## config.mk

```make
export PLATFORM = sky130hd
export DESIGN_NAME = fetch_unit
export DESIGN_NICKNAME = d
export VERILOG_FILES = /design/src/rtl/fetch_unit.sv
export SDC_FILE = /design/constraint.sdc
export NUM_CORES = 1
export LEC_CHECK = 0
export ABC_AREA = 1
export CORE_MARGIN = 5
export CORE_UTILIZATION = 40
export CTS_BUF_LIST = sky130_fd_sc_hd__clkbuf_4
export DETAILED_ROUTE_END_ITERATION = 6
export DONT_BUFFER_PORTS = 1
export SLEW_MARGIN = 25
export SYNTH_ARGS = -nofsm -noshare
export SYNTH_HDL_FRONTEND = slang
export SYNTH_SLANG_ARGS = --single-unit
export TNS_END_PERCENT = 100
```

## constraint.sdc

```tcl
create_clock -name clk -period 3.55 [get_ports clk]
set_input_delay 0.71 -clock clk [delete_from_list [all_inputs] [get_ports clk]]
set_output_delay 0.71 -clock clk [all_outputs]
set_load 0.02 [all_outputs]
```

## src/rtl/fetch_unit.sv

```systemverilog
// Instruction-fetch front end: pipelined imem requests, PC-tagged queue, redirect flush.
// Optional FETCH_BYPASS_EN: forward a response straight to decode when the queue is empty.
module fetch_unit #(
  parameter int              XLEN        = 32,
  parameter logic [XLEN-1:0] RESET_PC    = '0,
  parameter int              QUEUE_DEPTH = 4
) (
  input  logic            clk,
  input  logic            rst_n,
  output logic            imem_req,
  output logic [XLEN-1:0] imem_addr,
  input  logic            imem_rvalid,
  input  logic [31:0]     imem_rdata,
  input  logic            redirect_valid,
  input  logic [XLEN-1:0] redirect_pc,
  output logic            instr_valid,
  output logic [31:0]     instr_data,
  output logic [XLEN-1:0] instr_pc,
  input  logic            instr_ready
);

  localparam int AW = $clog2(QUEUE_DEPTH);
  localparam int CW = AW + 1;
  typedef logic [CW-1:0] cnt_t;

  logic [XLEN-1:0] fetch_pc_q, fetch_pc_d;
  logic [XLEN-1:0] resp_pc_q, resp_pc_d;
  logic [31:0]     data_q [QUEUE_DEPTH];
  logic [XLEN-1:0] pc_q   [QUEUE_DEPTH];
  logic [AW-1:0]   rd_ptr_q, rd_ptr_d;
  logic [AW-1:0]   wr_ptr_q, wr_ptr_d;
  cnt_t            count_q, count_d;
  cnt_t            outst_q, outst_d;
  cnt_t            drop_q, drop_d;
  logic [XLEN-1:0] redir_pc;
  logic [CW:0]     inflight;
  logic            issue;
  logic            resp_keep;
  logic            q_push;
  logic            q_pop;
  logic [1:0]      unused_redir_lsb;

  assign unused_redir_lsb = redirect_pc[1:0];
  assign redir_pc  = {redirect_pc[XLEN-1:2], 2'b00};
  // Queue slots are reserved at issue time, so a kept response always fits.
  assign inflight  = {1'b0, count_q} + {1'b0, outst_q};
  assign issue     = rst_n & ~redirect_valid
                   & (inflight < (CW+1)'(QUEUE_DEPTH));
  assign resp_keep = rst_n & imem_rvalid & ~redirect_valid
                   & (drop_q == '0);

  assign imem_req  = issue;
  assign imem_addr = fetch_pc_q;

`ifdef FETCH_BYPASS_EN
  logic byp;
  assign byp         = resp_keep & (count_q == '0);
  assign instr_valid = (count_q != '0) | byp;
  assign instr_data  = byp ? imem_rdata : data_q[rd_ptr_q];
  assign instr_pc    = byp ? resp_pc_q : pc_q[rd_ptr_q];
  assign q_push      = resp_keep & ~(byp & instr_ready);
  assign q_pop       = instr_valid & instr_ready & ~byp;
`else
  assign instr_valid = count_q != '0;
  assign instr_data  = data_q[rd_ptr_q];
  assign instr_pc    = pc_q[rd_ptr_q];
  assign q_push      = resp_keep;
  assign q_pop       = instr_valid & instr_ready;
`endif

  always_comb begin
    fetch_pc_d = fetch_pc_q;
    resp_pc_d  = resp_pc_q;
    rd_ptr_d   = rd_ptr_q;
    wr_ptr_d   = wr_ptr_q;
    count_d    = count_q;
    drop_d     = drop_q;
    outst_d    = outst_q + cnt_t'(issue) - cnt_t'(imem_rvalid);
    if (issue) begin
      fetch_pc_d = fetch_pc_q + XLEN'(4);
    end
    if (redirect_valid) begin
      fetch_pc_d = redir_pc;
      resp_pc_d  = redir_pc;
      drop_d     = outst_q - cnt_t'(imem_rvalid);
      count_d    = '0;
      rd_ptr_d   = '0;
      wr_ptr_d   = '0;
    end else begin
      if (imem_rvalid && drop_q != '0) begin
        drop_d = drop_q - cnt_t'(1);
      end
      if (resp_keep) begin
        resp_pc_d = resp_pc_q + XLEN'(4);
      end
      if (q_push) begin
        wr_ptr_d = wr_ptr_q + AW'(1);
      end
      if (q_pop) begin
        rd_ptr_d = rd_ptr_q + AW'(1);
      end
      count_d = count_q + cnt_t'(q_push) - cnt_t'(q_pop);
    end
  end

  always_ff @(posedge clk or negedge rst_n) begin
    if (!rst_n) begin
      fetch_pc_q <= RESET_PC;
      resp_pc_q  <= RESET_PC;
      rd_ptr_q   <= '0;
      wr_ptr_q   <= '0;
      count_q    <= '0;
      outst_q    <= '0;
      drop_q     <= '0;
    end else begin
      fetch_pc_q <= fetch_pc_d;
      resp_pc_q  <= resp_pc_d;
      rd_ptr_q   <= rd_ptr_d;
      wr_ptr_q   <= wr_ptr_d;
      count_q    <= count_d;
      outst_q    <= outst_d;
      drop_q     <= drop_d;
    end
  end

  always_ff @(posedge clk or negedge rst_n) begin
    if (!rst_n) begin
      for (int i = 0; i < QUEUE_DEPTH; i++) begin
        data_q[i] <= '0;
        pc_q[i]   <= RESET_PC;
      end
    end else if (q_push) begin
      data_q[wr_ptr_q] <= imem_rdata;
      pc_q[wr_ptr_q]   <= resp_pc_q;
    end
  end

endmodule

```

After elaboration in Yosys (flattened, before gate mapping)
Index checks and enable logic that the tools add are counted.

operators by class
  add/sub/neg operators = 11
  $mul = 0
  divide/modulo/power cells = 0
  order comparisons = 4
  eq/ne operators = 0
  shifts and indexed selects = 0
  mux-type cells = 21
  bitwise gates (word level) = 9
  reductions and logical operators = 9

operators with widths
  operator                                                    count
  two-way mux 32 bit                                          9
  bitwise mux 128 bit                                         2
  binary-select mux 32 bit (select 2 bit)                     2
  adder 32 x 3 -> 32 bit, second input constant               2
  demux 32 bit (select 2 bit)                                 1
  two-way mux 3 bit                                           3
  subtractor 3 x 1 -> 3 bit                                   3
  two-way mux 2 bit                                           4
  nonzero test 2 bit                                          4
  adder 3 x 1 -> 3 bit                                        2
  AND 1 bit                                                   6
  greater-or-equal comparator 3 bit, second input constant    2
  NOT 2 -> 3 bit                                              2
  nonzero test 3 bit                                          2
  adder 2 x 1 -> 2 bit, second input constant                 2
  adder 3 x 3 -> 4 bit                                        1
  less-than comparator 4 x 3 -> 1 bit, second input constant  1
  logical NOT 3 bit                                           1
  less-than comparator 3 x 1 -> 1 bit, second input constant  1
  subtractor 3 x 1 -> 3 bit, second input constant            1
  logical AND 1 bit                                           2
  NOT 1 bit                                                   1

word-level totals
  register bits after elaboration = 333
  bits in latches = 0
  bits in writable memories = 0
  memory bits (read-only) = 0
  input bits = 69
  memories kept = 0

Longest topological paths before layout
Gate-level depths: netlist of the first run.

  word-level depth = 6
  gate-level depth with buffers = 12
  mapped depth without buffers = 12

Least setup slack after synthesis of the first run
No wires, ideal clock.

  kind = input to register
  start = input redirect_valid
  end = register outst_q[2]
  library setup time = 0.079 ns
  arrival time = 2.204 ns
  required time = 3.471 ns
  path slack = 1.267 ns
  cell stages on the path = 10
  buffers on the path = 1
  path through = inv_2 > nand2_1 > nor2_1 > nand3_2 > inv_1 > buf_2 > ha_1 > fa_1 > xnor2_1 > xor2_1

on the way
  cells in the longest elaborated chain, start to end = 5

ends and longest elaborated chain
  element                    RTL line  RTL
  from (decl)                14        input logic redirect_valid,
  NOT 1 bit                  47        assign issue = rst_n & ~redirect_valid
  AND 1 bit                  47
  AND 1 bit                  48        & (inflight < (CW+1)'(QUEUE_DEPTH));
  named net imem_req         10        output logic imem_req,
  adder 3 x 1 -> 3 bit       78        outst_d = outst_q + cnt_t'(issue) - cnt_t'(imem_rvalid);
  subtractor 3 x 1 -> 3 bit  78
  named net outst_d[2]       33        cnt_t outst_q, outst_d;
  to (signal assigned)       121       outst_q <= outst_d;
  to (decl)                  33

The timed path passes the listed nets, and every way through them passes these cells.
A chain may end at the register's enable or synchronous reset.

Final worst setup path of the first run
  start = register rd_ptr_q[0]
  end = output instr_data[2]

on the way
  cells in the longest elaborated chain, start to end = 4

ends and longest elaborated chain
  element                                                 RTL line  RTL
  from (decl)                                             30        logic [AW-1:0] rd_ptr_q, rd_ptr_d;
  from (signal assigned)                                  118       rd_ptr_q <= rd_ptr_d;
  NOT 2 -> 3 bit (not written as such)                    65        assign instr_data = data_q[rd_ptr_q];
  binary-select mux 32 bit (select 2 bit)                 65
  two-way mux 32 bit (not written as such) (2 in series)  65
  to (decl)                                               17        output logic [31:0] instr_data,

Every way passes these cells. The select of a mux whose other input is x is not followed.

==> results of run 1 <==
synthesized netlist by cell type (all sizes together):
library cell,number
xnor2,4
nand3,68
conb,1
clkinv,3
o22ai,64
fa,2
ha,16
nand2,527
buf,50
a21oi,4
clkbuf,61
and2,2
dfrtp,321
xor2,18
o31ai,2
nor2,214
nor3,2
o21bai,2
nand3b,2
o211ai,11
o21a,20
a31oi,1
inv,141
o21ai,410
nand4,2
repair_timing:
action | 4_1_cts | 5_1_grt
setup buffers | 0 | 0
endpoints found under the hold margin | 325 | 321
endpoints found under the setup margin | 0 | 0
worst max-delay path, cell delays in order, from the launching register on:
cell,delay [ps]
dfrtp_4,500
clkinv_2,430
buf_12,290
o21ai_0,120
o22ai_1,530
layout by cell type (no fill, tap or decap), drive strengths merged:
master	netlist	layout
dlygate4sd3	0	1
xor2	18	18
nand3	68	68
buf	50	24
bufinv	0	2
dfrtp	321	321
o21ai	410	410
o21a	20	20
o31ai	2	2
nand3b	2	2
diode	0	2
clkinv	3	20
clkbuf	61	140
fa	2	2
and2	2	2
o22ai	64	64
clkinvlp	0	1
inv	141	144
conb	1	4
o21bai	2	2
nor3	2	2
xnor2	4	4
ha	16	16
nor2	214	214
a21oi	4	4
o211ai	11	11
nand4	2	2
a31oi	1	1
nand2	527	527
per-layer routing:
layer,part of all wire (%),vias to the layer above
met5,0,-
met2,46,400
met3,5.9,84
li1,-,6429
met1,45,6303
met4,2.8,0
worst min path at each step:
stage	startpoint	endpoint	slack, ps
final	rst_n	data_q[8]$_DFFE_PN0P_	-350
after global placement	rst_n	data_q[72]$_DFFE_PN0P_	420
after global routing	rst_n	data_q[102]$_DFFE_PN0P_	-450
after floorplan	rst_n	count_q[0]$_DFF_PN0_	410
after detailed placement	rst_n	data_q[72]$_DFFE_PN0P_	420
after CTS	rst_n	data_q[102]$_DFFE_PN0P_	-460
stage by stage:
stage                     total power (uW)  area [sq um]
after floorplan                       7500         15700
after global placement                8390         15900
after detailed placement              8460         15900
after CTS                            12100         17200
after global routing                 12700         17200
final                                11900         17200
state kept, by name, indices dropped and copies added, names as in the netlist:
name	cells
outst_q	3
data_q	128
wr_ptr_q	2
imem_addr	30
count_q	3
resp_pc_q	30
pc_q	120
rd_ptr_q	2
drop_q	3
power by group:
part / internal (uW) / switching, uW / total [uW]
Combinational: 988 / 2530 / 3510
Clock: 1940 / 1590 / 3520
Sequential: 4270 / 566 / 4830
Total: 7190 / 4680 / 11900
area by class of cell:
| type | instances | area [sq um] |
|---|---|---|
| clock inverter | 23 | 151 |
| fill | 3890 | 21500 |
| multi-input combinational | 1375 | 6420 |
| clock buffer | 140 | 1050 |
| sequential | 321 | 8040 |
| timing repair buffer | 25 | 303 |
| antenna | 2 | 5.00 |
| inverter | 144 | 547 |
| tap | 518 | 648 |
logic make-up after synthesis:
kind of cell / after synthesis / share of synthesized area, %
XOR/XNOR: 22 / 1.23
AO/OA/AOI/OAI: 514 / 17.5
AND/OR/NAND/NOR: 817 / 20.6
flip-flops: 321 / 51.3
other: 1 / 0.0240
buffers and inverters: 255 / 7.75
adder cells (fa/ha/maj): 18 / 1.53
==> run summary, run 1 <==
Setup Viol. Count Final: 0
Worst-path clk slew: 70 ps
Vias in the first global route: 13000
Worst Setup SP: rd_ptr_q[0]$_DFFE_PN0P_
Via count: 13200
Drt total wl: 42300 um
Synthesized flop and latch total: 321
Core Rows: 72
Max-slew headroom: 45.5%
Synth unique cells: 34
Worst-Skew Late Latency: 770 ps
Final core utilization: 44.4%
Max Clock Freq: 0.299 GHz
Area contributors post-synth: dfrtp_1 51%, o21ai_0 13%, nand2_1 13%
I/O pin count: 167
Starting DRT DRC Count: 1089
RSZ-0062 raised after global routing: false
Residual antenna-violating net count after detailed routing: 0
Total Nets Final: 2043
Final hold slack: -352 ps
Final routed DRC violation total: 0
Status: finished with violations
IO buf count: 0
Worst setup EP type: primary output
CTS Root Cell: clkbuf_4
Vias per cell: 5.19
M1 GR Usage: 26.0%
Worst slew pin tran: 817 ps
Reg2reg start: drop_q[0]$_DFFE_PN0P_
WL/cell: 16.6 um
Failing checks: hold timing
Worst setup endpoint: instr_data[2]
Gr ovfl total: 0
Post-synth top area share: 51.3%
Critical path startpoint category: flop
CTS tree: done
First-pass GRT wire length: 68700 um
Final period demand of the worst path: 3340 ps
Path depth of the worst reg2reg path: 10
Gate Count Post-Synth: 1948
Hold Vio Cnt, Final: 321
Post-cts resize count: 0
Crit Reg-Reg Endpoint: data_q[96]$_DFFE_PN0P_
CTS sink count: 321
# placed instances: 2382
CTS HTree Levels: 3
Pwr Density: 692 nW/um^2
Die X: 208 um
Setup TNS Final: 0 ps
Peak supply drop: 0.000346 V
Tcrit/Tclk final: 94.2%
DRT Pass-1 Iters: 5
Pre-CTS setup slack: 977 ps
Number of CTS-inserted buffers: 89
Mapped cell area: 15700 sq um
Detail Placement HPWL: 26300 um
Final cell count without fillers: 2548
Busiest grt layer: met2
Largest net degree at the start of global routing: 323
Worst clock skew: 33.1 ps
Core area: 38600 sq um
M2 GR Usage: 30.9%
Seq/Total Area, Yosys: 51.3%
Post-Syn Area per Cell: 8.04 sq um
WP data arrival: 2630 ps
Synthesis-to-finish area growth: 9.64%
Hold_buf cts: 1
GP Congestion: 0.905
Die H: 208 um
Total global-route track usage: 19.4%
Worst Hold Class: primary input to async pin
Max-Cap Viols: 0
Met3 GRT Util: 4.79%
CP required: 2840 ps
Crit Path Class: flop to primary output
CP max FO: 38
Max Slew Vio Count: 0
Synthesis Warnings: 0
Starting Density: 40.5%
R2R Setup Slk: 1220 ps
Initial antenna violation count: 1
Leading area contributor after synthesis: dfrtp_1
CTS max path bufs: 3
P_leak: 0.00825 uW
Full die area: 43200 sq um
Final WS setup: 206 ps
Share of post-route cells with drive strength above 1: 9.52%
(Power assumes the default switching activity.)
==> run 2, diff against run 1 <==
Clock period 3.55 ns to 3.65 ns, I/O delays scaled along.
==> run 2 against run 1 <==
The run still ends with hold timing left. Flip-flop and latch count stayed put. Cell count is 0.55% lower. Sequential share of layout area up 0.38 points. Routed wire length fell by 1.4%. Clock-buffer cell count is 3 higher. Worst hold slack gained 6.8 ps. Largest cell class unchanged. Design area decreased by 0.79%. Non-clock buffer count decreased by 10. Critical endpoint is now instr_pc[15].
==> run summary, run 2 (synthesis gave the netlist of run 1 again) <==
Full die area: 43200 sq um
Worst-Skew Late Latency: 760 ps
Sw Share: 39.4%
Max FFs per register: 128
IO buf count: 0
Total Power: 11400 uW
Die X: 208 um
CTS max path bufs: 3
Residual antenna-violating net count after detailed routing: 0
WP buf/inv: 2
Gr ovfl total: 0
CP max stage cell: o22ai_1
WL/cell: 16.5 um
Final period demand of the worst path: 3340 ps
Core Rows: 72
Via count: 13100
Final routed DRC violation total: 0
Worst-path clk slew: 70 ps
Setup Viol. Count Final: 0
Vias in the first global route: 12700
Initial antenna violation count: 2
R2R Setup Slk: 1260 ps
Worst Hold Class: primary input to async pin
Pwr Density: 668 nW/um^2
Hold_buf cts: 1
Setup TNS Final: 0 ps
I/O pin count: 167
Setup repair bufs after CTS: 0
Largest register by flop count: data_q
Most common cell after layout, fill and taps aside: nand2_1
Worst Setup SP: rd_ptr_q[1]$_DFFE_PN0P_
Synthesis-to-finish area growth: 8.77%
Vias per cell: 5.18
Final hold slack: -345 ps
Status: finished with violations
Cell internal pwr: 6900 uW
Crit Reg-Reg Endpoint: pc_q[2]$_DFFE_PN0P_
Largest registers: data_q (128), pc_q (120)
Peak supply drop: 0.000313 V
Max Slew Vio Count: 0
CP required: 2920 ps
DRT Pass-1 Iters: 6
Net Sw Power: 4480 uW
P_leak: 0.00818 uW
Starting Density: 40.5%
Share of post-route cells with drive strength above 1: 8.99%
# placed instances: 2372
Clk pwr share: 29.2%
Logic pwr share: 29.5%
CP max FO: 42
Max-slew headroom: 26.2%
RSZ-0062 raised after global routing: false
Ordered cell list for the critical path: inv_2 -> buf_12 -> o21ai_0 -> o22ai_1
Largest net degree at the start of global routing: 323
Drt total wl: 41700 um
WP data arrival: 2610 ps
Crit Path Class: flop to primary output
Post-cts resize count: 0
Most frequent cells in the layout: 522 x nand2_1, 400 x o21ai_0, 319 x dfrtp_1, 210 x nor2_1, 143 x clkbuf_4
Max Clock Freq: 0.299 GHz
Die H: 208 um
Hold Vio Cnt, Final: 321
GP Congestion: 0.887
Final cell count without fillers: 2534
Max-Cap Viols: 0
Worst clock skew: 33.4 ps
CTS sink count: 321
Critical path startpoint category: flop
Detail Placement HPWL: 25600 um
Core area: 38600 sq um
Reg2reg start: drop_q[0]$_DFFE_PN0P_
Worst path depth: 4
Failing checks: hold timing
Total Nets Final: 2034
Total global-route track usage: 19.1%
CTS HTree Levels: 3
Worst setup EP type: primary output
Cell family with most CP delay: compound AO/OA/AOI/OAI gates
Path depth of the worst reg2reg path: 10
Worst slew pin tran: 1110 ps
CP max stage delay: 620 ps
CTS Root Cell: clkbuf_4
Sequential Power Share: 41.3%
Tcrit/Tclk final: 91.5%
Number of CTS-inserted buffers: 90
CTS tree: done
Starting DRT DRC Count: 1178
First-pass GRT wire length: 67900 um
Worst setup endpoint: instr_pc[15]
[run 2: changes by cell type in the layout (fill, tap and decap cells not counted), sizes merged]
cell,change
buf,-10
clkinv,-7
clkbuf,+3
bufinv,-1
inv,+1
[run 2: worst register-to-register path, cell delays in order, from the launching register on]
cell and delay [ps]:
dfrtp_1 370, inv_1 100, ha_1 150, inv_1 30, nor2_1 190, nand2_4 130
inv_6 260, nand2_4 460, buf_4 400, nand2_1 90, o21ai_0 70
[run 2: through the flow]
| stage | cell area [sq um] | util (%) | setup WS, ps |
|---|---|---|---|
| after global placement | 15800 | 41.0 | 888 |
| after floorplan | 15700 | - | 1350 |
| after detailed placement | 15800 | 41.0 | 823 |
| after CTS | 17000 | 44.0 | 234 |
| after global routing | 17000 | 44.1 | 123 |
| final | 17000 | 44.1 | 310 |
[run 2: power groups by stage]
stage,Combinational (uW),Sequential [uW],Clock [uW]
4_1_cts,3420,4690,3460
3_5_place_dp,3420,4750,0
3_3_place_gp,3360,4740,0
2_1_floorplan,2670,4630,0
5_1_grt,3760,4780,3650
6_report,3360,4700,3320
[run 2: worst min-delay path by stage]
stage	slack (ps)	cells after the start	startpoint	to
6_report	-350	0	rst_n	data_q[40]$_DFFE_PN0P_
5_1_grt	-420	0	rst_n	data_q[40]$_DFFE_PN0P_
4_1_cts	-420	0	rst_n	data_q[40]$_DFFE_PN0P_
3_5_place_dp	440	0	rst_n	data_q[40]$_DFFE_PN0P_
3_3_place_gp	440	0	rst_n	data_q[40]$_DFFE_PN0P_
2_1_floorplan	430	0	rst_n	count_q[0]$_DFF_PN0_
[run 2: final cells by class]
class / instances / area [sq um]
flip-flops and latches: 321 / 8040
diodes: 2 / 5.00
multi-input cells: 1375 / 6420
well taps: 518 / 648
fillers: 3933 / 21600
repair buffers: 15 / 203
clock buffers: 143 / 1070
clock inverters: 16 / 92.6
inverters: 144 / 547
[run 2: layer usage]
metal  global-route usage, %  up-vias  share of wire, %
li1                        -     6421                 -
met1                    26.3     6230                45
met2                    29.8      404                46
met3                    4.56       75               6.2
met4                    6.50        0               2.5
met5                       0        -                 0
==> run 3, diff against run 2 <==
Settings changed: ABC_AREA 1 to unset.
==> run 3 against run 2 <==
The flow still finishes with violations (hold timing). Maximum frequency is 4.4% higher. Sequential share of layout area is 1.7 points higher. Synthesized area is 4.7% lower. Utilization is 0.74 points higher. Combinational power is 17% lower. Worst hold slack better by 88 ps. Design area is 3.4% lower. Routed wire length is 19% lower. Synthesized cell count is 47% lower. Flip-flop and latch count stayed put. Global-route usage is 2.4 points lower. Cell count is 37% lower. Critical endpoint is now imem_req. Largest cell class unchanged. Highest routed layer unchanged.
==> run summary, run 3 <==
Status: finished with violations
Failing checks: hold timing
Largest registers: data_q (128), pc_q (120)
Crit Path Class: flop to primary output
Tcrit/Tclk final: 87.6%
Final period demand of the worst path: 3200 ps
Hold Vio Cnt, Final: 321
Net Sw Power: 3460 uW
Async set-reset flop share out of synthesis: 100%
EDFF count, synth: 0
Largest net degree at the start of global routing: 325
Total Power: 10500 uW
Most frequent cells in the layout: 319 x dfrtp_1, 280 x mux2_2, 132 x clkbuf_4, 62 x mux4_2, 36 x nand2_1
# placed instances: 1448
Total Nets Final: 1158
I/O pin count: 167
Setup Viol. Count Final: 0
Starting Density: 40.6%
Top post-synthesis cells by count: 321 x dfrtp_1, 280 x mux2_2, 62 x mux4_2, 36 x nand2_1, 34 x xnor2_1
Cell internal pwr: 7060 uW
Drt total wl: 33900 um
Final routed DRC violation total: 0
Final core utilization: 44.8%
Synthesized flop and latch total: 321
Starting DRT DRC Count: 358
Worst slew pin tran: 707 ps
CP required: 2920 ps
Hold_buf cts: 1
Cell family with most CP delay: simple AND/OR/NAND/NOR gates
CP max stage delay: 440 ps
Full die area: 41200 sq um
CTS tree: done
Die H: 203 um
WP data arrival: 2470 ps
Detail Placement HPWL: 21400 um
Sw Share: 32.9%
Cell with the most instances after synthesis: dfrtp_1
Max-slew headroom: 52.9%
IO buf count: 0
Core area: 36700 sq um
Largest register by flop count: data_q
Worst setup EP type: primary output
Gate Count Post-Synth: 1028
Die X: 203 um
Worst clock skew: 33.3 ps
Vias per cell: 5.47
Max FFs per register: 128
Post-synth top area share: 53.9%
RSZ-0062 raised after global routing: false
Synth unique cells: 56
Synthesis Warnings: 0
Final cell count without fillers: 1594
CTS sink count: 321
Mapped cell area: 14900 sq um
Register area: 8040 sq um
Worst-path clk slew: 50 ps
Vias in the first global route: 9507
First-pass GRT wire length: 54500 um
Synthesis-to-finish area growth: 10.2%
Ordered cell list for the critical path: ha_1 -> nor4b_4 -> nand2_4 -> nor2_1
Setup repair bufs after CTS: 0
Gr ovfl total: 0
DRT Pass-1 Iters: 5
Max Slew Vio Count: 0
Peak supply drop: 0.000297 V
Worst Hold Class: primary input to async pin
Residual antenna-violating net count after detailed routing: 0
Post-cts resize count: 0
CP max stage cell: nor4b_4
Initial antenna violation count: 1
Setup TNS Final: 0 ps
Worst-Skew Late Latency: 720 ps
CTS Root Cell: clkbuf_4
Critical path startpoint category: flop
WP buf/inv: 0
Area contributors post-synth: dfrtp_1 54%, mux2_2 21%, mux4_2 9.4%
Top_reg_cell synth: dfrtp_1
Core Rows: 70
Total global-route track usage: 16.7%
Post-Syn Area per Cell: 14.5 sq um
Sequential Power Share: 44.4%
WL/cell: 21.3 um
CP max FO: 8
Number of CTS-inserted buffers: 88
Logic pwr share: 26.5%
Multi-input gate area: 6500 sq um
Share of post-route cells with drive strength above 1: 45.6%
Max Clock Freq: 0.313 GHz
P_leak: 0.00740 uW
GP Congestion: 0.767
CTS HTree Levels: 3
Final hold slack: -257 ps
Via count: 8713
Clk pwr share: 29.1%
Pwr Density: 640 nW/um^2
Leading area contributor after synthesis: dfrtp_1
Max-Cap Viols: 0
CTS max path bufs: 3
Most common cell after layout, fill and taps aside: dfrtp_1
Seq/Total Area, Yosys: 53.9%
Fillers: 3365
## run 3: cell type report
type | instances | share of cell area (%)
clock inverter | 11 | 0.251
clock buffer | 132 | 6.03
timing repair buffer | 18 | 1.22
sequential | 321 | 48.9
tap | 468 | 3.56
antenna | 2 | 0.0304
inverter | 19 | 0.434
multi-input combinational | 623 | 39.6
## run 3: cell families (layout without fill, tap and decap cells)
kind of cell             count (synthesis)  in the layout  synth area share, %
multiplexers                           343            343                 30.6
flip-flops                             321            321                 53.9
AND/OR/NAND/NOR                        159            159                 5.97
buffers and inverters                   87            180                 2.74
XOR/XNOR                                58             58                 3.41
AO/OA/AOI/OAI                           41             41                 1.81
adder cells (fa/ha/maj)                 18             18                 1.61
other                                    1              6               0.0251
## run 3: metrics by stage
step	setup slack (ps)	area (sq um)
floorplan	1270	14900
global placement	978	15400
detailed placement	917	15400
CTS	339	16400
global route	285	16400
finish	452	16400
## run 3: worst register-to-register path: cells and delay by family, from the launching register on
kind | cells | cell delay [ps]
xor gates and xnor gates | 2 | 260
DFF | 1 | 420
and+or+nand+nor | 3 | 1020
adders and majority gates | 3 | 760
## run 3: worst paths after layout
| check | start | to | slack, ps | depth (start not counted) |
|---|---|---|---|---|
| setup / recovery | outst_q[2]$_DFF_PN0_ | imem_req | 450 | 4 |
| hold / removal | rst_n | data_q[7]$_DFFE_PN0P_ | -260 | 0 |
| setup reg to reg | outst_q[2]$_DFF_PN0_ | outst_q[2]$_DFF_PN0_ | 1120 | 8 |
| hold reg to reg | pc_q[74]$_DFFE_PN0P_ | pc_q[74]$_DFFE_PN0P_ | 500 | 1 |
| max in group asynchronous | rst_n | rd_ptr_q[0]$_DFFE_PN0P_ | 3270 | 0 |
| min in group clk | redirect_valid | resp_pc_q[8]$_DFFE_PN0N_ | 120 | 1 |
## run 3: power groups by stage
stage                     logic [uW]  registers (uW)  clock network, uW
final                           2790            4670               3060
after global placement          2800            4720                  0
after detailed placement        2840            4740                  0
after floorplan                 2450            4510                  0
after CTS                       2850            4680               3210
after global routing            3000            4760               3390
## run 3: per-layer routing
metal / vias to the layer above / share of wire (%) / global-route usage, %
li1: 3896 / - / -
met1: 4528 / 44 / 22.1
met2: 246 / 46 / 25.6
met3: 43 / 7.4 / 5.78
met4: 0 / 1.9 / 6.05
met5: - / 0 / 0
